===== config.mk =====
export PLATFORM = sky130hd
export DESIGN_NAME = instruction_fetch_flat
export DESIGN_NICKNAME = d
export VERILOG_FILES = /design/src/rtl/instruction_fetch_if.sv /design/src/rtl/instruction_fetch.sv /design/src/flat_wrapper.sv
export SDC_FILE = /design/constraint.sdc
export NUM_CORES = 1
export LEC_CHECK = 0
export CORE_MARGIN = 4
export CORE_UTILIZATION = 45
export CTS_CLUSTER_DIAMETER = 200
export DETAILED_ROUTE_END_ITERATION = 16
export GPL_TIMING_DRIVEN = 0
export PLACE_DENSITY_LB_ADDON = 0.1
export SYNTH_ARGS = -nofsm -noshare
export SYNTH_HDL_FRONTEND = slang
export SYNTH_SLANG_ARGS = --single-unit

===== constraint.sdc =====
create_clock -name clk_in -period 4.2 [get_ports clk_in]
set_input_delay 0.84 -clock clk_in [delete_from_list [all_inputs] [get_ports clk_in]]
set_output_delay 0.84 -clock clk_in [all_outputs]
set_load 0.05 [all_outputs]

===== src/rtl/instruction_fetch_if.sv =====
// Fetch-stage bus: redirect request, memory-control fetch handshake and decoder output.
// master = instruction_fetch, slave = the surrounding memory control / decoder.
interface instruction_fetch_if;
    logic        flush;
    logic [31:0] flush_pc;
    logic        mem_en;
    logic [31:0] mem_addr;
    logic        mem_rdy;
    logic [31:0] mem_data;
    logic        inst_valid;
    logic [31:0] inst_out;
    logic [31:0] inst_pc;
    logic        inst_ready;

    modport master (
        input  flush, flush_pc, mem_rdy, mem_data, inst_ready,
        output mem_en, mem_addr, inst_valid, inst_out, inst_pc
    );

    modport slave (
        output flush, flush_pc, mem_rdy, mem_data, inst_ready,
        input  mem_en, mem_addr, inst_valid, inst_out, inst_pc
    );
endinterface


===== src/rtl/instruction_fetch.sv =====
// Sequential fetch stage with an optional direct-mapped one-word-per-line instruction cache.
// Define IFETCH_ICACHE_EN to build the cache; otherwise every lookup goes to memory.
module instruction_fetch #(
    parameter int          CACHE_LINES = 16,
    parameter logic [31:0] RESET_PC    = 32'h0
) (
    input logic                 clk_in,
    input logic                 rst_in,
    input logic                 rdy_in,
    instruction_fetch_if.master bus
);
    typedef enum logic {IDLE, MISS} state_t;

    state_t      state_p0, state_d;
    logic [31:0] pc_p0, pc_d;
    logic        mem_en_p0, mem_en_d;
    logic [31:0] mem_addr_p0, mem_addr_d;
    logic        inst_valid_p1, inst_valid_d;
    logic [31:0] inst_out_p1, inst_out_d;
    logic [31:0] inst_pc_p1, inst_pc_d;
    logic        slot_free;
    logic        hit;
    logic [31:0] hit_data;

    function automatic logic [31:0] word_align(input logic [31:0] addr);
        return addr & 32'hFFFF_FFFC;
    endfunction

`ifdef IFETCH_ICACHE_EN
    localparam int INDEX_W = $clog2(CACHE_LINES);
    localparam int TAG_W   = 30 - INDEX_W;

    logic [INDEX_W-1:0]     index;
    logic [TAG_W-1:0]       tag;
    logic [CACHE_LINES-1:0] line_valid;
    logic [TAG_W-1:0]       line_tag  [CACHE_LINES];
    logic [31:0]            line_data [CACHE_LINES];
    logic                   fill_en;

    assign index    = pc_p0[INDEX_W+1:2];
    assign tag      = pc_p0[31:INDEX_W+2];
    assign hit      = line_valid[index] && (line_tag[index] == tag);
    assign hit_data = line_data[index];
    // A fill still lands when a flush coincides with mem_rdy: the word is correct for its address.
    assign fill_en  = rdy_in && (state_p0 == MISS) && bus.mem_rdy;

    always_ff @(posedge clk_in or negedge rst_in) begin
        if (!rst_in) begin
            line_valid <= '0;
        end else if (fill_en) begin
            line_valid[index] <= 1'b1;
        end
    end

    always_ff @(posedge clk_in) begin
        if (fill_en) begin
            line_tag[index]  <= tag;
            line_data[index] <= bus.mem_data;
        end
    end
`else
    assign hit      = 1'b0;
    assign hit_data = '0;
`endif

    assign slot_free = !inst_valid_p1 || bus.inst_ready;

    always_comb begin
        state_d      = state_p0;
        pc_d         = pc_p0;
        mem_en_d     = mem_en_p0;
        mem_addr_d   = mem_addr_p0;
        inst_valid_d = inst_valid_p1;
        inst_out_d   = inst_out_p1;
        inst_pc_d    = inst_pc_p1;

        if (bus.flush) begin
            pc_d         = word_align(bus.flush_pc);
            inst_valid_d = 1'b0;
            mem_en_d     = 1'b0;
            state_d      = IDLE;
        end else begin
            if (inst_valid_p1 && bus.inst_ready) begin
                inst_valid_d = 1'b0;
            end
            case (state_p0)
                IDLE: begin
                    if (slot_free) begin
                        if (hit) begin
                            inst_valid_d = 1'b1;
                            inst_out_d   = hit_data;
                            inst_pc_d    = pc_p0;
                            pc_d         = pc_p0 + 32'd4;
                        end else begin
                            state_d    = MISS;
                            mem_en_d   = 1'b1;
                            mem_addr_d = word_align(pc_p0);
                        end
                    end
                end
                MISS: begin
                    // The output slot was empty or drained when the miss started.
                    if (bus.mem_rdy) begin
                        inst_valid_d = 1'b1;
                        inst_out_d   = bus.mem_data;
                        inst_pc_d    = pc_p0;
                        pc_d         = pc_p0 + 32'd4;
                        mem_en_d     = 1'b0;
                        state_d      = IDLE;
                    end
                end
            endcase
        end
    end

    // Lookup / request stage (p0) and decoder output register (p1)
    always_ff @(posedge clk_in or negedge rst_in) begin
        if (!rst_in) begin
            state_p0      <= IDLE;
            pc_p0         <= RESET_PC;
            mem_en_p0     <= 1'b0;
            mem_addr_p0   <= '0;
            inst_valid_p1 <= 1'b0;
            inst_out_p1   <= '0;
            inst_pc_p1    <= '0;
        end else if (rdy_in) begin
            state_p0      <= state_d;
            pc_p0         <= pc_d;
            mem_en_p0     <= mem_en_d;
            mem_addr_p0   <= mem_addr_d;
            inst_valid_p1 <= inst_valid_d;
            inst_out_p1   <= inst_out_d;
            inst_pc_p1    <= inst_pc_d;
        end
    end

    assign bus.mem_en     = mem_en_p0;
    assign bus.mem_addr   = mem_addr_p0;
    assign bus.inst_valid = inst_valid_p1;
    assign bus.inst_out   = inst_out_p1;
    assign bus.inst_pc    = inst_pc_p1;
endmodule


===== src/flat_wrapper.sv =====
// flat-port wrapper written by rule: the top's interface ports become plain ports
module instruction_fetch_flat 
#(
    parameter int          CACHE_LINES = 16,
    parameter logic [31:0] RESET_PC    = 32'h0
)
  (clk_in, rst_in, rdy_in, bus_flush, bus_flush_pc, bus_mem_rdy, bus_mem_data, bus_inst_ready, bus_mem_en, bus_mem_addr, bus_inst_valid, bus_inst_out, bus_inst_pc);
  instruction_fetch_if bus_i ();
  input logic clk_in;
  input logic rst_in;
  input logic rdy_in;
  input wire logic [$bits(bus_i.flush)-1:0] bus_flush;
  input wire logic [$bits(bus_i.flush_pc)-1:0] bus_flush_pc;
  input wire logic [$bits(bus_i.mem_rdy)-1:0] bus_mem_rdy;
  input wire logic [$bits(bus_i.mem_data)-1:0] bus_mem_data;
  input wire logic [$bits(bus_i.inst_ready)-1:0] bus_inst_ready;
  output wire logic [$bits(bus_i.mem_en)-1:0] bus_mem_en;
  output wire logic [$bits(bus_i.mem_addr)-1:0] bus_mem_addr;
  output wire logic [$bits(bus_i.inst_valid)-1:0] bus_inst_valid;
  output wire logic [$bits(bus_i.inst_out)-1:0] bus_inst_out;
  output wire logic [$bits(bus_i.inst_pc)-1:0] bus_inst_pc;
  assign bus_i.flush = bus_flush;
  assign bus_i.flush_pc = bus_flush_pc;
  assign bus_i.mem_rdy = bus_mem_rdy;
  assign bus_i.mem_data = bus_mem_data;
  assign bus_i.inst_ready = bus_inst_ready;
  assign bus_mem_en = bus_i.mem_en;
  assign bus_mem_addr = bus_i.mem_addr;
  assign bus_inst_valid = bus_i.inst_valid;
  assign bus_inst_out = bus_i.inst_out;
  assign bus_inst_pc = bus_i.inst_pc;
  instruction_fetch #(.CACHE_LINES(CACHE_LINES), .RESET_PC(RESET_PC)) u_core (.clk_in(clk_in), .rst_in(rst_in), .rdy_in(rdy_in), .bus(bus_i));
endmodule

==> Word level (Yosys, flattened, before mapping) <==
Cells that the tools add are included.
{ "op_classes": {"n_addsub": 1, "mul": 0, "n_div": 0, "order_cmp": 0, "eq_ne": 4, "n_shift": 0, "muxes": 19, "bitwise_logic": 2, "n_reduce_logical": 7} }
{ "ops": {"columns": ["cell", "n"], "rows": [
  ["32-bit two-way mux", 7],
  ["32-bit by 3-bit adder with 32-bit output (second input constant)", 1],
  ["1-bit two-way mux", 9],
  ["4-bit AND reduction", 2],
  ["1-bit case mux with 2 select lines", 3],
  ["3-bit AND reduction", 2],
  ["2-bit inequality test (second input constant)", 2],
  ["3-bit by 2-bit inequality test with 1-bit output (second input constant)", 1],
  ["3-bit inequality test (second input constant)", 1],
  ["1-bit inverter", 2],
  ["1-bit logical AND", 1],
  ["1-bit zero test", 1],
  ["1-bit logical OR", 1]
]} }
{ "totals": {"reg_bits": 129, "latchBits": 0, "ram_bits": 0, "rom_bits": 0, "input_bits": 70, "output_inout_bits": 98, "elab_cells": 40, "mem_count": 0} }

==> Longest topological paths before layout <==
{ "logic_depth": {"ltp_word": 5, "mapped_depth": 8, "depth_no_buf": 6} }

==> Worst setup path after synthesis <==
OpenSTA, ideal clock, no wires.
{ "synth_timing": {"path_type": "in2reg", "from": "input port bus_flush", "to": "register u_core.mem_addr_p0[26] (netlist: u_core.bus.mem_addr[26])", "setup_time_ns": 0.128, "arrival_time_ns": 2.015, "t_required_ns": 4.072, "setup_slack_ns": 2.057, "cell_stages": 7, "path_buffers": 3, "cell_sequence": "clkbuf_8 inv_2 nand2_1 or3_1 buf_2 buf_2 mux2_1"} }
{ "synth_between": {"elab_chain_cells": 2} }
{ "synth_rtl": {"columns": ["element", "line_no", "source"], "rows": [
  ["start, declared", "flat_wrapper.sv:12", "input wire logic [$bits(bus_i.flush)-1:0] bus_flush;"],
  ["1-bit inverter (no source line)", null, null],
  ["4-bit AND reduction (no source line)", null, null],
  ["end signal, assigned", "instruction_fetch.sv:130", "mem_addr_p0 <= mem_addr_d;"],
  ["end, declared", "instruction_fetch.sv:17", "logic [31:0] mem_addr_p0, mem_addr_d;"]
]} }
No other way between the ends.
A chain may end at the register's enable or synchronous reset.

==> Worst setup path in the final report <==
{ "layout_timing": {"from": "input port bus_mem_rdy", "to": "register u_core.pc_p0[5]"} }
{ "layout_between": {"elab_chain_cells": 2} }
{ "layout_rtl": {"columns": ["element", "line_no", "source"], "rows": [
  ["start, declared", "flat_wrapper.sv:14", "input wire logic [$bits(bus_i.mem_rdy)-1:0] bus_mem_rdy;"],
  ["3-bit inequality test (no source line)", null, null],
  ["3-bit AND reduction (no source line)", null, null],
  ["end signal, assigned", "instruction_fetch.sv:128", "pc_p0 <= pc_d;"],
  ["end, declared", "instruction_fetch.sv:15", "logic [31:0] pc_p0, pc_d;"]
]} }
No other way between the ends.

==> results.py <==
metrics = {
    "power_and_ir_drop": {
        "combinationalPowerShare_pct": 40.9,
        "share_seq_of_total_power_pct": 33.4,
        "switching_share_pct": 40.8,
        "p_leak_nw": 3.60,
        "totalPowerFinal_mw": 5.27,
        "power.density_nw_per_um2": 655,
        "power.switching_mw": 2.15,
        "worst_ir_drop_vdd_mv": 0.562,
        "clock_power_share_pct": 25.7,
        "cellInternalPower_mw": 3.12,
    },
    "critical_path": {
        "crit_type": "input pin to flop",
        "reg2reg_slack_ns": 2.11,
        "regToRegStartpoint": "u_core.pc_p0[2]$_DFFE_PN0P_",
        "endpoint_kind": "flop",
        "r2r_cells": 7,
        "timing.critical_path.fanout_max": 10,
        "critical_path_required_ns": 4.48,
        "crit_arrival_ns": 2.81,
        "regToRegEndpoint": "u_core.pc_p0[30]$_DFFE_PN0P_",
        "start_kind": "input pin",
    },
    "final_layout": {
        "drive_above_1_share_pct": 11.1,
        "layout_common_cells": "207 x sky130_fd_sc_hd__nand2_1, 159 x sky130_fd_sc_hd__clkdlybuf4s50_1, 125 x sky130_fd_sc_hd__dfrtp_1, 27 x sky130_fd_sc_hd__mux2_2",
        "num-fill-cells": 1000,
        "final_util_pct": 66.2,
        "final_common_cell": "sky130_fd_sc_hd__nand2_1",
        "design.final.nets": 851,
        "area.growth.synth_to_final_pct": 42.5,
        "total_non_filler_cell_area_in_the_finished_layout_um2": 8050,
        "antenna-diode-count": 0,
    },
    "die": {
        "top_level_pins": 168,
        "floorplan.initialDensity_pct": 46.4,
        "area_of_the_die_um2": 14400,
        "die_width_um": 120,
        "fp.coreArea_um2": 12200,
        "die_height_um": 120,
        "placement_rows": 40,
    },
    "cts": {
        "cts_root_buffer": "sky130_fd_sc_hd__clkbuf_16",
        "clkTransAtPathRegs_ns": 0.05,
        "cts_hold_buffers": 0,
        "cts_resized": 0,
        "post-cts-setup-buffer-count": 0,
        "cts_htree_levels": 4,
        "worst_skew_pair.late_latency_ns": 0.41,
        "cts.sinks": 125,
        "cts_tree": "done",
        "cts_made_buffers": 17,
        "clock_path_buffers": 2,
    },
    "route": {
        "routed_via_density": 5.27,
        "detailedRoute.firstPassIterationCount": 5,
        "detail_route.wirelength.met1_um": 7000,
        "highest-signal-layer": "met4",
        "wl_met2_um": 7750,
        "wirelength_um": 16400,
        "vias": 5062,
        "drt-wirelength-per-cell_um": 17.0,
        "detail_route.drc_violations": 0,
        "dr_wl_met3_um": 1170,
        "drt.antenna.violating_nets": 0,
        "drt_iter0_drc": 504,
    },
    "placement": {
        "dpl-instance-area_um2": 7500,
        "count_of_input_and_output_buffers": 160,
        "place_congestion": 0.852,
        "detailedPlacementHpwl_um": 11700,
    },
    "synthesis": {
        "yosysWarningCount": 0,
        "yosys_most_used_dff": "sky130_fd_sc_hd__dfrtp_1",
        "netlist.top_cell.by_area": "sky130_fd_sc_hd__dfrtp_1",
        "top_area_cells_in_the_synthesized_netlist": "sky130_fd_sc_hd__dfrtp_1 55%, sky130_fd_sc_hd__nand2_1 14%, sky130_fd_sc_hd__mux2_2 5.4%, sky130_fd_sc_hd__o21ai_0 2.2%, sky130_fd_sc_hd__o22ai_1 1.9%",
        "synth.distinct_cells": 55,
        "synth_async_sr_flop_share_pct": 100,
        "syn_inst": 597,
        "synth_edf_count": 0,
        "synth.yosys.seq_area_share_pct": 55.4,
        "syn-cell-area_um2": 5650,
        "synth_top_area_share_pct": 55.4,
        "yosys_register_bits": 125,
        "avgSynthCellArea_um2": 9.46,
    },
    "grt": {
        "globalRouteTotalUtil_pct": 23.2,
        "grt_remaining_overflow": 0,
        "grt_max_degree": 88,
        "first_global_vias": 5235,
        "antenna_found_initial": 0,
        "global_route_wire_length_before_repair_um": 26300,
    },
    "job": {
        "maxCapViolCount": 0,
    },
    "sta": {
        "final-setup-viol-count": 0,
        "final-hold-violation-count": 0,
        "finalClockSkew_ns": 0.00706,
        "tightest_slew_ns": 0.633,
        "max_clock_freq_mhz": 394,
        "timing.setup.tns_ns": 0,
        "post-route-min-period_ns": 2.54,
        "report.final.slew_viol_count": 0,
        "rsz0062_at_grt": "no",
        "rel_slew_slack_pct": 57.8,
        "final.period_utilization_pct": 60.4,
    },
    "outcome": {
        "outcome": "completed",
    },
    "hold_path": {
        "min_path_type": "input pin to asynchronous set/reset pin",
    },
}
## stage by stage
step | instances | worst slack, ns | hold slack [ns]
floorplan | 600 | 2.06 | 0.493
global placement | 928 | -2.53 | 0.456
detailed placement | 929 | 1.27 | 0.462
CTS | 961 | 1.71 | 0.328
global route | 961 | 1.58 | 0.342
finish | 961 | 1.66 | 0.329
## registers in the layout, indices dropped and copies added, names as in the netlist
register,count
u_core.pc_p0,30
u_core.bus.inst_out,32
u_core.bus.mem_en,1
u_core.state_p0,1
u_core.bus.inst_valid,1
u_core.bus.inst_pc,30
u_core.bus.mem_addr,30
## cell usage after synthesis (2+ instances only)
cell / instances
sky130_fd_sc_hd__nor4_1: 5
sky130_fd_sc_hd__nand2b_1: 3
sky130_fd_sc_hd__o21ai_0: 25
sky130_fd_sc_hd__a21oi_1: 19
sky130_fd_sc_hd__o2bb2ai_1: 2
sky130_fd_sc_hd__nand4_1: 5
sky130_fd_sc_hd__nand2_1: 207
sky130_fd_sc_hd__nor3_1: 18
sky130_fd_sc_hd__buf_1: 2
sky130_fd_sc_hd__nand3b_1: 2
sky130_fd_sc_hd__buf_6: 3
sky130_fd_sc_hd__nor2b_1: 2
sky130_fd_sc_hd__o22ai_1: 17
sky130_fd_sc_hd__a311oi_1: 7
sky130_fd_sc_hd__inv_1: 5
sky130_fd_sc_hd__and3_1: 4
sky130_fd_sc_hd__a211oi_1: 4
sky130_fd_sc_hd__buf_2: 10
sky130_fd_sc_hd__and4_1: 4
sky130_fd_sc_hd__and2_1: 4
sky130_fd_sc_hd__nor4_2: 2
sky130_fd_sc_hd__dfrtp_1: 125
sky130_fd_sc_hd__mux2_2: 27
sky130_fd_sc_hd__a31oi_1: 4
sky130_fd_sc_hd__nor2_1: 24
sky130_fd_sc_hd__clkbuf_8: 2
sky130_fd_sc_hd__nand3_1: 10
sky130_fd_sc_hd__buf_4: 5
sky130_fd_sc_hd__clkbuf_1: 20
sky130_fd_sc_hd__a22oi_1: 3
sky130_fd_sc_hd__mux2i_1: 2
sky130_fd_sc_hd__o31a_1: 2
## worst max-delay path by stage
stage	start	to
floorplan	bus_flush	u_core.bus.mem_addr[26]$_DFFE_PN0P_
global placement	rst_in	u_core.bus.inst_out[21]$_DFFE_PN0P_
detailed placement	bus_mem_rdy	u_core.bus.inst_pc[28]$_DFFE_PN0P_
CTS	bus_mem_rdy	u_core.pc_p0[5]$_DFFE_PN0P_
global route	bus_mem_rdy	u_core.pc_p0[5]$_DFFE_PN0P_
finish	bus_mem_rdy	u_core.pc_p0[5]$_DFFE_PN0P_
## cells by family after synthesis
group | count (synthesis) | share of synthesized area [%]
simple gates | 300 | 23.7
mux | 30 | 5.94
buf+inv | 49 | 4.59
flops | 125 | 55.4
other cells | 1 | 0.0664
fa+ha+maj | 1 | 0.221
compound gates | 91 | 10.1
## area by class of cell
| cell class | instances | area (um2) | area share (%) |
|---|---|---|---|
| buffer | 43 | 236 | 2.94 |
| clock buffer | 25 | 485 | 6.03 |
| clock inverter | 7 | 62.6 | 0.777 |
| inverter | 6 | 22.5 | 0.280 |
| multi-input combinational | 426 | 2270 | 28.2 |
| sequential | 125 | 3130 | 38.9 |
| tap | 168 | 210 | 2.61 |
| timing repair buffer | 161 | 1630 | 20.3 |
## worst max-delay path, stage by stage
cell and delay (ns):
sky130_fd_sc_hd__clkdlybuf4s50_1 0.50, sky130_fd_sc_hd__nand2_1 0.21, sky130_fd_sc_hd__a21boi_2 0.53, sky130_fd_sc_hd__buf_2 0.38
sky130_fd_sc_hd__o21ai_0 0.17, sky130_fd_sc_hd__o2bb2ai_1 0.17
## power groups by stage
| stage | Sequential [mW] | Clock (mW) | Combinational, mW |
|---|---|---|---|
| 6_report | 1.76 | 1.36 | 2.16 |
| 5_1_grt | 1.81 | 1.43 | 2.26 |
| 4_1_cts | 1.76 | 1.38 | 2.17 |
| 3_5_place_dp | 1.78 | 0 | 2.16 |
| 3_3_place_gp | 1.77 | 0 | 2.13 |
| 2_1_floorplan | 2.71 | 0 | 0.413 |
## metal layers
metal	global-route usage (%)	vias to the layer above
li1	-	2402
met4	10.9	0
met2	36.4	214
met5	0	-
met3	5.98	34
met1	30.0	2412
(Power assumes the default switching activity.)
